`src/rtl/serial_to_parallel_framed.sv`:
```
// Serial-to-parallel converter with framing: packs serial bits into WIDTH-bit
// words, closing a word early on serial_last, with a one-deep skid register.
module serial_to_parallel_framed #(
    parameter int unsigned WIDTH     = 8,
    parameter bit          LSB_FIRST = 1'b1,
    localparam int unsigned CW       = $clog2(WIDTH + 1)
) (
    input  logic             clk,
    input  logic             rst,
    input  logic             serial_valid,
    input  logic             serial_data,
    input  logic             serial_last,
    output logic             serial_ready,
    output logic             parallel_valid,
    input  logic             parallel_ready,
    output logic [WIDTH-1:0] parallel_data,
    output logic [CW-1:0]    parallel_count
);

    logic [WIDTH-1:0] sh;
    logic [CW-1:0]    cnt;
    logic             pending;
    logic [WIDTH-1:0] pend_data;
    logic [CW-1:0]    pend_count;

    logic             s_acc_c;
    logic             o_acc_c;
    logic             slot_free_c;
    logic             done_c;
    logic [CW-1:0]    cnt_inc_c;
    logic [CW-1:0]    pos_c;
    logic [WIDTH-1:0] word_c;

    // Accept qualification, bit placement and word completion
    always_comb begin
        s_acc_c     = serial_valid && !pending;
        o_acc_c     = parallel_valid && parallel_ready;
        slot_free_c = !parallel_valid || parallel_ready;
        cnt_inc_c   = cnt + CW'(1);
        pos_c       = LSB_FIRST ? cnt : (CW'(WIDTH - 1) - cnt);
        word_c      = sh;
        for (int unsigned i = 0; i < WIDTH; i++) begin
            if (CW'(i) == pos_c) begin
                word_c[i] = serial_data;
            end
        end
        done_c      = s_acc_c && (serial_last || (cnt == CW'(WIDTH - 1)));
    end

    // The skid register is the only thing that can stall the serial side
    assign serial_ready = !pending;

    always_ff @(posedge clk) begin
        if (rst) begin
            sh             <= '0;
            cnt            <= '0;
            pending        <= 1'b0;
            pend_data      <= '0;
            pend_count     <= '0;
            parallel_valid <= 1'b0;
            parallel_data  <= '0;
            parallel_count <= '0;
        end else begin
            if (s_acc_c) begin
                if (done_c) begin
                    sh  <= '0;
                    cnt <= '0;
                end else begin
                    sh  <= word_c;
                    cnt <= cnt_inc_c;
                end
            end

            // No word can complete while pending, since serial_ready is low then
            if (pending) begin
                if (o_acc_c) begin
                    parallel_valid <= 1'b1;
                    parallel_data  <= pend_data;
                    parallel_count <= pend_count;
                    pending        <= 1'b0;
                end
            end else if (done_c) begin
                if (slot_free_c) begin
                    parallel_valid <= 1'b1;
                    parallel_data  <= word_c;
                    parallel_count <= cnt_inc_c;
                end else begin
                    pend_data  <= word_c;
                    pend_count <= cnt_inc_c;
                    pending    <= 1'b1;
                end
            end else if (o_acc_c) begin
                parallel_valid <= 1'b0;
            end
        end
    end

endmodule

```
`config.mk`:
```
export PLATFORM = sky130hd
export DESIGN_NAME = serial_to_parallel_framed
export DESIGN_NICKNAME = d
export VERILOG_FILES = /design/src/rtl/serial_to_parallel_framed.sv
export SDC_FILE = /design/constraint.sdc
export NUM_CORES = 1
export LEC_CHECK = 0
export ABC_AREA = 1
export BUFFER_PORTS_ARGS = -buffer_cell sky130_fd_sc_hd__buf_2
export CELL_PAD_IN_SITES_DETAIL_PLACEMENT = 2
export CELL_PAD_IN_SITES_GLOBAL_PLACEMENT = 2
export CORE_MARGIN = 2
export CORE_UTILIZATION = 34
export DETAILED_ROUTE_END_ITERATION = 10
export PLACE_DENSITY = 0.88
export SLEW_MARGIN = 20
export SYNTH_ARGS = -nofsm -noshare
export SYNTH_HDL_FRONTEND = slang
export SYNTH_SLANG_ARGS = --single-unit
```
`constraint.sdc`:
```
create_clock -name clk -period 4 [get_ports clk]
set_input_delay 0.2 -clock clk [delete_from_list [all_inputs] [get_ports clk]]
set_output_delay 0.2 -clock clk [all_outputs]
set_load 0.005 [all_outputs]
```
Yosys cells after proc, flatten, opt, wreduce, memory -nomap -nowiden. Index checks and enable logic that the tools add are counted.

Bits in registers: 38. Bits of input ports: 6. Output and inout bits: 14.

Add/subtract/negate cells: 1. Equality and inequality tests: 10. Mux-type cells: 27. Bitwise logic cells: 2. Reductions and logical operators: 14.

Operators with widths (count): 2-to-1 mux 8 bit (5); 2-to-1 mux 4 bit (5); 2-to-1 mux 1 bit (17); equality test 3 x 4 -> 1 bit (first input constant) (4); AND reduction 3 bit (3); equality test 2 x 4 -> 1 bit (first input constant) (2); nonzero test 2 bit (3); adder 4 x 1 -> 4 bit (second input constant) (1); equality test 1 x 4 -> 1 bit (first input constant) (1); equality test 4 x 3 -> 1 bit (second input constant) (1); logical NOT 4 bit (1); logical AND 1 bit (3); != test 3 bit (second input constant) (1); logical NOT 1 bit (2); logical OR 1 bit (2); != test 2 x 1 -> 1 bit (second input constant) (1); NOT 1 bit (2).

Logic depth before layout (Yosys ltp). Gate-level depths: netlist of run 1.

Depth in word-level cells: 5. Depth in mapped cells: 10. Gate-level depth less buffers: 9.

Worst setup path after synthesis of run 1. OpenSTA, ideal clock, no wires.

Kind: reg-to-reg. Start point: register cnt[0]. End point: register parallel_count[3]. Data arrival time: 1335 ps. Required time: 3887 ps. Slack: 2552 ps. Cell stages (with the launch flop): 10. Path buffers: 1. Clock period less this slack: 1448 ps. Path through: dfxtp_1 -> ha_1 -> nand3_2 -> nand2_2 -> nand2_2 -> nand2_4 -> nand2_8 -> buf_8 -> nor2_1 -> nor2_1.

Cells in the longest elaborated chain, start to end: 5. Elaborated cells on any way between the ends: 9. Classes of those cells: 1 x add/sub; 1 x eq/ne; 3 x mux; 4 x reduce/logical.

Ends and longest elaborated chain: from (decl) (line 21) `logic [CW-1:0] cnt;`; from (signal assigned) (line 70) `cnt <= cnt_inc_c;`; parallel branches: the longest is 5 deep, another holds adder 4 x 1 -> 4 bit; to (signal assigned) (line 79) `parallel_count <= pend_count;`; to (signal assigned) (line 86) `parallel_count <= cnt_inc_c;`; to (decl) (line 17) `output logic [CW-1:0] parallel_count`.

Several ways; the timed one is not identified. The select of a mux whose other input is x is not followed. A chain may end at the register's enable or synchronous reset.

Worst setup path after layout of run 1.
Start point: register pending. End point: register pend_data[7].

Cells in the longest elaborated chain, start to end: 4. Elaborated cells on any way between the ends: 5. Classes of those cells: 1 x bitwise; 4 x reduce/logical.

Ends and longest elaborated chain: from (decl) (line 22) `logic pending;`; from (signal assigned) (line 57) `pending <= 1'b0;`; from (signal assigned) (line 80) `pending <= 1'b0;`; from (signal assigned) (line 90) `pending <= 1'b1;`; logical NOT 1 bit (line 36) `s_acc_c = serial_valid && !pending;`; logical AND 1 bit (line 36); logical AND 1 bit (line 47) `done_c = s_acc_c && (serial_last || (cnt == CW'(WIDTH - 1)));`; AND reduction 3 bit (no line) *; to (signal assigned) (line 88) `pend_data <= word_c;`; to (decl) (line 23) `logic [WIDTH-1:0] pend_data;`.

Mark *: on every way between the ends. The rest lies on a longest branch, timed or not.

==> results.yml, run 1 <==
logic_synthesis:
  synth_cell_type_count: 27
  synthCells: 287
  synthesis.nets: 297
  yosys.area.top_type: "dfxtp_1"
  synthXorXnorAreaFrac: 0
  synth_compound_area_frac: 0.0940
  muxShareOfSynthArea: 0.00515
  netlist_top_cells_area: "dfxtp_1, nand2_1, nor2_1"
  synth_edf_count: 0
  synth_top_family_by_area: "simple AND/OR/NAND/NOR gates"
  synth-seq-cells: 38
  synth_most_common_cell: "nand2_1"
  yosys.area_share.simple: 0.387
  yosysWarnings: 0
  synth_top_area_frac: 0.391
  syn-cell-area_mm2: 0.00194
  seq_area_frac_synth: 0.391
  synthAdderAreaFrac: 0.0257
  synthFlopType: "dfxtp_1"
  synth_common_cells: "nand2_1, nor2_1, dfxtp_1"
  async_flop_share: 0
  syn_area_per_cell_um2: 6.77
grt:
  antenna_found_initial: 0
  grt_pass1_vias: 2004
  grt_max_degree: 24
  grt_pass1_wl_um: 9740
  grtUsageTotal: 0.202
  grt-ovfl-total: 0
sta:
  period_share: 0.502
  worstMarginPinSlew_ps: 796
  min_period_ps: 2010
  drv_slew: 0
  setup_tns_ps: 0
  finClkSkew_ps: 4.46
  rsz0062_at_grt: "false"
  fmax_mhz: 498
  whs_ps: 263
  setup_viol_count_final: 0
  final-hold-violation-count: 0
  relSlewSlack: 0.467
clocking:
  hold_buffers: 0
  cts_tree: "built"
  clock_sink_count: 38
  cts.clk_slew.worst_paths_ps: 80
  cts_max_level: 2
  cts-buffers-inserted: 5
  post_cts_buffers: 0
  cts_resized: 0
  cts-root-buf: "clkbuf_8"
  clock_path_buffers: 2
  clk_latency_ps: 300
critical_path:
  end_kind: "flip-flop"
  cp.required_ps: 4240
  arrival_ps: 2250
  crit_family: "flip-flops"
  crit_fanout: 16
  cpPeakStageDelay_ps: 780
  crit_start: "pending$_SDFF_PP0_"
  critical_path_class: "flip-flop to flip-flop"
  crit_chain: "inv_4, nand2_4, inv_2, nand4_1, nand2_1, a21oi_1"
  crit_buf_inv: 2
  cp-start-kind: "flip-flop"
  critPathSlowestCell: "dfxtp_1"
  regToRegStartpoint: "pending$_SDFF_PP0_"
detailed_routing:
  wl_per_cell_um: 15.5
  via_per_inst: 5.02
  dr.pass1.iters: 4
  vias: 1874
  drc: 0
  postRouteAntennaNets: 0
  drt-total-wl_um: 5770
  drtIter0Drc: 110
power:
  internal_power_uw: 575
  p_sw_frac: 0.292
  switchingPower_uw: 237
  clkPwrFrac: 0.356
  power_density_mw_per_mm2: 378
  peakVddDrop_v: 0.000125
  combinationalPowerShare: 0.138
  p_seq_frac: 0.506
  p_leak_nw: 1.00
placement:
  gp_congestion: 0.772
  port_buffers: 19
  hpwl_um: 4120
cells_and_area:
  seq_area_um2: 761
  n_antenna_cell: 0
  areaGrowthSynthToFinish_pct: 10.3
  multiInputGateArea_um2: 996
  fillers: 691
  drive_above_1_share: 0.133
  fin_nets: 310
floorplan:
  start_util: 0.353
  die_w_um: 79.6
  dieArea_mm2: 0.00634
  core_mm2: 0.00551
  die_height_um: 79.6
  rows: 27
  pin_count: 20
hold_path:
  hold_path_class: "primary input to flip-flop"
  hp-start: "rst"
run_status:
  status: "finished clean"
job:
  max-cap-violations: 0
-- routing by layer --
metal	wire length (µm)	share of wire	GRT usage	vias to the layer above
met5	0	0	0	-
met4	177	0.031	0.0862	0
met3	178	0.031	0.0441	16
met2	3030	0.52	0.363	35
met1	2380	0.41	0.230	898
li1	-	-	-	925
-- worst register-to-register path, delay by kind of cell (launching register included) --
kind            cells  cell delay [ps]
buf+inv             2              270
flops               1              780
compound gates      1              140
simple gates        3              750
-- cell type report --
class | count | area share
Multi-Input combinational cell | 208 | 0.464
Tap cell | 72 | 0.0420
Inverter | 28 | 0.0502
Clock buffer | 6 | 0.0385
Timing Repair Buffer | 19 | 0.0443
Clock inverter | 2 | 0.00583
Sequential cell | 38 | 0.355
-- layout by cell type, fill, tap and decap left out --
cell / n
nand2_1: 82
nor2_1: 43
dfxtp_1: 38
inv_1: 25
nand3_1: 21
a21oi_1: 19
buf_2: 19
o21ai_0: 11
and2_1: 9
nand4_1: 6
clkbuf_8: 6
ha_1: 4
inv_2: 2
nand2_2: 2
nand2_4: 2
nor2_2: 2
inv_4: 1
nand3_2: 1
o21ai_4: 1
nand2_8: 1
nand3b_1: 1
mux2i_1: 1
a21oi_2: 1
a22oi_1: 1
clkinvlp_4: 1
clkinv_2: 1
-- logic make-up after synthesis --
kind of cell	count (synthesis)
buffers and inverters	41
flip-flops	38
multiplexers	1
adder cells (fa/ha/maj)	4
AO/OA/AOI/OAI	33
AND/OR/NAND/NOR	170
-- stage by stage --
stage | area (µm²) | worst slack [ps] | power (mW) | std cells | utilization
2_1_floorplan | 1940 | 2550 | 0.499 | 287 | -
3_3_place_gp | 2050 | 2020 | 0.528 | 365 | 0.372
4_1_cts | 2140 | 1980 | 0.829 | 373 | 0.389
5_1_grt | 2140 | 1750 | 0.856 | 373 | 0.389
3_5_place_dp | 2050 | 2020 | 0.533 | 365 | 0.372
6_report | 2140 | 1990 | 0.811 | 373 | 0.389
-- sequential cells by signal, indices dropped and copies added (netlist names) --
name            flops
parallel_data       8
sh                  8
pend_data           8
parallel_valid      1
pending             1
parallel_count      4
cnt                 4
pend_count          4
-- final timing paths --
kind	to	slack, ps	depth (start not counted)
max	pend_data[7]$_SDFFE_PP0P_	1990	6
min	cnt[3]$_SDFFE_PP0P_	260	2
max reg2reg	pend_data[7]$_SDFFE_PP0P_	1990	6
min reg2reg	sh[5]$_SDFFE_PP0P_	470	2
-- power by group through the flow --
stage          clock [mW]  sequential (mW)  combinational, mW
2_1_floorplan           0            0.417             0.0822
3_3_place_gp            0            0.419              0.110
3_5_place_dp            0            0.420              0.114
4_1_cts             0.303            0.411              0.114
5_1_grt             0.312            0.414              0.130
6_report            0.288            0.411              0.112
No activity file was read; power rests on OpenSTA's default activity.
==> run 2: changes to the inputs <==
--- a/config.mk
+++ b/config.mk
@@ -10,9 +10,9 @@
 export CELL_PAD_IN_SITES_DETAIL_PLACEMENT = 2
 export CELL_PAD_IN_SITES_GLOBAL_PLACEMENT = 2
 export CORE_MARGIN = 2
-export CORE_UTILIZATION = 34
+export CORE_UTILIZATION = 29
 export DETAILED_ROUTE_END_ITERATION = 10
-export PLACE_DENSITY = 0.88
+export PLACE_DENSITY = 0.8
 export SLEW_MARGIN = 20
 export SYNTH_ARGS = -nofsm -noshare
 export SYNTH_HDL_FRONTEND = slang
==> constraint.sdc (replaced) <==
create_clock -name clk -period 1.8 [get_ports clk]
set_input_delay 0.09 -clock clk [delete_from_list [all_inputs] [get_ports clk]]
set_output_delay 0.09 -clock clk [all_outputs]
set_load 0.005 [all_outputs]
==> run 2 against run 1 <==
Net effect: register-to-register slack got worse by 1800 ps; final cell count is 3.2% higher; sequential power increased by 120%; critical path type unchanged; critical path depth grew 2; utilization is 4.7 points lower; largest power group unchanged; clock-buffer cell count fell by 1; global-route usage decreased by 3.2 points.
==> results.yml, run 2 (same netlist as run 1, synthesis figures left out) <==
run_status:
  status: "finished clean"
power:
  total_power_mw: 1.75
  p_sw_frac: 0.293
  switchingPower_uw: 512
  combinationalPowerShare: 0.151
  clkPwrFrac: 0.330
  power_density_mw_per_mm2: 794
  peakVddDrop_v: 0.000372
  internal_power_mw: 1.24
  p_seq_frac: 0.519
  p_leak_nw: 1.04
grt:
  grtUsageTotal: 0.170
  grt_pass1_vias: 2119
  grt-ovfl-total: 0
  grt_max_degree: 24
  antenna_found_initial: 0
  grt_pass1_wl_um: 9920
critical_path:
  critPathMostFrequentCell: "nand2_2"
  r2r_end: "pend_data[2]$_SDFFE_PP0P_"
  regToRegStartpoint: "cnt[0]$_SDFFE_PP0P_"
  cp.required_ps: 2020
  critical_path_class: "flip-flop to flip-flop"
  reg2reg_slack_ps: 200
  cp-start-kind: "flip-flop"
  end_kind: "flip-flop"
  reg2regPathDepth: 8
  crit_fanout: 8
  critPathSlowestCell: "dfxtp_2"
  cpPeakStageDelay_ps: 380
  crit_chain: "ha_1, nand3_2, nand2_2, nand2_2, nor2_2, buf_4, o21ai_0, nor2_1"
  arrival_ps: 1820
detailed_routing:
  wl_per_cell_um: 14.9
  wl_met1_um: 2480
  highest_layer: "met4"
  dr.pass1.iters: 6
  drc: 0
  dr_wl_met3_um: 121
  via_per_inst: 4.96
  drtIter0Drc: 64
  drt-total-wl_um: 5750
  vias: 1911
  postRouteAntennaNets: 0
  wl_met2_um: 3120
hold_path:
  hold_path_class: "primary input to flip-flop"
  holdPathStages: 3
  hold_end: "parallel_valid$_SDFFE_PP0P_"
  hp-start: "rst"
cells_and_area:
  mostFrequentLayoutCells: "nand2_1, nor2_1, dfxtp_1, inv_1, nand3_1"
  n_antenna_cell: 0
  fin_nets: 318
  drive_above_1_share: 0.159
  layout_commonest_cell: "nand2_1"
  areaGrowthSynthToFinish_pct: 13.1
  largestRegisters: "parallel_data (8), pend_data (8), sh (8)"
sta:
  period_share: 0.890
  rsz0062_at_grt: "false"
  fmax_mhz: 624
  layout_setup_ws_ps: 199
  min_period_ps: 1600
  relSlewSlack: 0.517
  setup_viol_count_final: 0
  final-hold-violation-count: 0
  setup_tns_ps: 0
  worstMarginPinSlew_ps: 724
  finClkSkew_ps: 4.98
  drv_slew: 0
floorplan:
  dieArea_mm2: 0.00738
  die_w_um: 85.9
  start_util: 0.303
  core_mm2: 0.00642
  rows: 29
  pin_count: 20
  die_height_um: 85.9
clocking:
  cts-buffers-inserted: 5
  cts-root-buf: "clkbuf_8"
  cts.clk_slew.worst_paths_ps: 80
  cts_max_level: 2
  clock_sink_count: 38
  clk_latency_ps: 290
  hold_buffers: 0
  clock_path_buffers: 2
  cts_tree: "built"
placement:
  port_buffers: 19
  dp_slack_ps: 72.1
  gp_congestion: 0.710
  hpwl_um: 4230
job:
  max-cap-violations: 0
[run 2: changes by cell type in the layout (fill, tap and decap cells not counted), sizes merged]
cell      delta
buf          +8
clkbuf       -1
clkinv       +1
clkinvlp     -1
[run 2: per-stage QoR]
stage / util / std cells / area [µm²] / hold WS (ps)
after detailed placement: 0.329 / 378 / 2120 / 458
after global placement: 0.329 / 378 / 2120 / 452
after global routing: 0.342 / 385 / 2200 / 213
after floorplan: - / 287 / 1940 / 330
final: 0.342 / 385 / 2200 / 187
after CTS: 0.342 / 385 / 2190 / 188
[run 2: layer usage]
layer  GRT usage  up-vias
li1            -      942
met1       0.193      941
met2       0.331       24
met3      0.0289        4
met4      0.0346        0
met5           0        -
[run 2: power groups by stage]
stage          sequential, mW  combinational (mW)  clock (mW)
4_1_cts                 0.908               0.269       0.591
3_3_place_gp            0.924               0.256           0
2_1_floorplan           0.927               0.183           0
6_report                0.907               0.263       0.577
5_1_grt                 0.913               0.307       0.626
3_5_place_dp            0.927               0.267           0
[run 2: timing repair]
item                                   CTS  global route
setup buffers                            0             0
endpoints found under the hold margin    0             0
setup endpoints to repair                0            13
gates resized for setup                  0             2
[run 2: area by class of cell]
cell class              count  area (µm²)
fillers                   821        4220
multi-input cells         208         998
flip-flops and latches     38         762
repair buffers             27         155
inverters                  28         108
well taps                  77        96.3
clock buffers               5        68.8
clock inverters             2        10.0
[run 2: critical path: cells and delay by family, from the launching register on]
family / cells / cell delay (ps)
AND/OR/NAND/NOR: 5 / 660
flip-flops: 1 / 380
adder cells (fa/ha/maj): 1 / 200
buffers and inverters: 1 / 200
AO/OA/AOI/OAI: 1 / 100
[run 2: how the worst max path moves through the flow]
stage	to	cells past startpoint	startpoint
after detailed placement	cnt[2]$_SDFFE_PP0P_	6	cnt[0]$_SDFFE_PP0P_
after floorplan	parallel_count[3]$_SDFFE_PP0P_	9	cnt[0]$_SDFFE_PP0P_
after global routing	pend_data[2]$_SDFFE_PP0P_	8	cnt[0]$_SDFFE_PP0P_
final	pend_data[2]$_SDFFE_PP0P_	8	cnt[0]$_SDFFE_PP0P_
after CTS	cnt[2]$_SDFFE_PP0P_	6	cnt[0]$_SDFFE_PP0P_
after global placement	cnt[2]$_SDFFE_PP0P_	6	cnt[0]$_SDFFE_PP0P_
==> run 3: changes to the inputs <==
--- a/config.mk
+++ b/config.mk
@@ -6,13 +6,14 @@
 export NUM_CORES = 1
 export LEC_CHECK = 0
 export ABC_AREA = 1
+export ABC_CLOCK_PERIOD_IN_PS = 1800
 export BUFFER_PORTS_ARGS = -buffer_cell sky130_fd_sc_hd__buf_2
 export CELL_PAD_IN_SITES_DETAIL_PLACEMENT = 2
 export CELL_PAD_IN_SITES_GLOBAL_PLACEMENT = 2
 export CORE_MARGIN = 2
 export CORE_UTILIZATION = 29
 export DETAILED_ROUTE_END_ITERATION = 10
-export PLACE_DENSITY = 0.8
+export PLACE_DENSITY = 0.73
 export SLEW_MARGIN = 20
 export SYNTH_ARGS = -nofsm -noshare
 export SYNTH_HDL_FRONTEND = slang
==> run 3 against run 2 <==
Net effect: register-to-register slack gained 40 ps; non-clock buffer count grew 3; sequential power is essentially flat; global-route usage shrank 0.32 points; final cell count grew 1.0%; wire length shrank 1.1%; hold slack lost 7.3 ps; clock-buffer cell count grew 1; die area is the same; clock power grew 61%.
==> results.yml, run 3 (same netlist as run 1, synthesis figures left out) <==
detailed_routing:
  vias: 1916
  drt-total-wl_um: 5690
  wl_per_cell_um: 14.6
  dr.pass1.iters: 4
  postRouteAntennaNets: 0
  drc: 0
  via_per_inst: 4.93
  drtIter0Drc: 60
cells_and_area:
  fillers: 777
  mostFrequentLayoutCells: "nand2_1, nor2_1, dfxtp_1, inv_1, nand3_1"
  layout_commonest_cell: "nand2_1"
  areaGrowthSynthToFinish_pct: 17.5
  largestRegisters: "parallel_data (8), pend_data (8), sh (8)"
  drive_above_1_share: 0.170
  n_antenna_cell: 0
  stdcell_area_mm2: 0.00228
  final_util: 0.356
  seq_area_um2: 762
  multiInputGateArea_um2: 998
  fin_nets: 321
  final_cells: 389
clocking:
  post_cts_buffers: 0
  cts-buffers-inserted: 5
  cts-root-buf: "clkbuf_8"
  cts_max_level: 2
  clock_sink_count: 38
  cts_tree: "built"
  clock_path_buffers: 2
  hold_buffers: 0
  clk_latency_ps: 300
  cts.clk_slew.worst_paths_ps: 80
critical_path:
  reg2regPathDepth: 8
  cp.required_ps: 2040
  arrival_ps: 1800
  crit_fanout: 8
  cp-start-kind: "flip-flop"
  critical_path_class: "flip-flop to flip-flop"
  end_kind: "flip-flop"
sta:
  relSlewSlack: 0.647
  period_share: 0.869
  layout_setup_ws_ps: 236
  final-hold-violation-count: 0
  setup_viol_count_final: 0
  drv_slew: 0
  rsz0062_at_grt: "false"
  worstMarginPinSlew_ps: 529
  setup_tns_ps: 0
  finClkSkew_ps: 4.00
  whs_ps: 179
  fmax_mhz: 639
  min_period_ps: 1560
grt:
  antenna_found_initial: 0
  grt_pass1_vias: 2057
  grt_pass1_wl_um: 9660
  grt_max_degree: 20
  grtUsageTotal: 0.167
  grt-ovfl-total: 0
power:
  total_power_mw: 2.10
  power_density_mw_per_mm2: 920
  peakVddDrop_v: 0.000470
  p_leak_nw: 1.08
floorplan:
  die_height_um: 85.9
  pin_count: 20
  core_mm2: 0.00642
  rows: 29
  start_util: 0.303
  die_w_um: 85.9
  dieArea_mm2: 0.00738
run_status:
  status: "finished clean"
job:
  max-cap-violations: 0
placement:
  port_buffers: 19
  hpwl_um: 4240
  dp_slack_ps: 23.7
  dpl.cell_count: 381
  post_dp_cell_area_mm2: 0.00214
  gp_congestion: 0.764
hold_path:
  holdPathStages: 4
  hold_path_class: "primary input to flip-flop"
-- run 3: changes by cell type in the layout (fill, tap and decap cells not counted), sizes merged --
cell,previous run,this run
clkbuf,5,6
clkinv,2,0
bufinv,0,2
buf,27,30
-- run 3: final cells by class --
cell class | count | area share
clock buffer | 6 | 0.0361
clock inverter | 2 | 0.0263
inverter | 28 | 0.0471
multi-input combinational | 208 | 0.437
sequential | 38 | 0.334
tap | 77 | 0.0422
timing repair buffer | 30 | 0.0778
-- run 3: timing repair --
action,in CTS,in global routing
setup endpoints to repair,0,13
hold endpoints to repair,0,0
resized for setup,0,2
-- run 3: per-layer routing --
metal,part of all wire,global-route usage,routed length (µm),vias to the layer above
met4,0.016,0.0563,90,0
met2,0.53,0.312,3010,21
li1,-,-,-,947
met5,0,0,0,-
met1,0.43,0.188,2460,939
met3,0.023,0.0308,130,9
-- run 3: path summary, 6_finish.rpt --
kind	startpoint	endpoint	slack (ps)
min reg2reg	sh[0]$_SDFFE_PP0P_	sh[0]$_SDFFE_PP0P_	470
max reg2reg	cnt[0]$_SDFFE_PP0P_	pend_data[4]$_SDFFE_PP0P_	240
max	cnt[0]$_SDFFE_PP0P_	pend_data[4]$_SDFFE_PP0P_	240
min	parallel_ready	pending$_SDFF_PP0_	180
-- run 3: critical path, cell delays in order, from the launching register on --
cell	delay, ps
dfxtp_2	390
ha_1	200
nand3_2	100
nand2_2	110
nand2_2	90
nor2_2	200
buf_4	200
o21ai_0	120
nor2_1	100
-- run 3: power breakdown --
group          switching [mW]  internal [mW]
sequential             0.0242          0.882
clock                   0.338          0.592
combinational           0.169         0.0962
total                   0.531           1.57
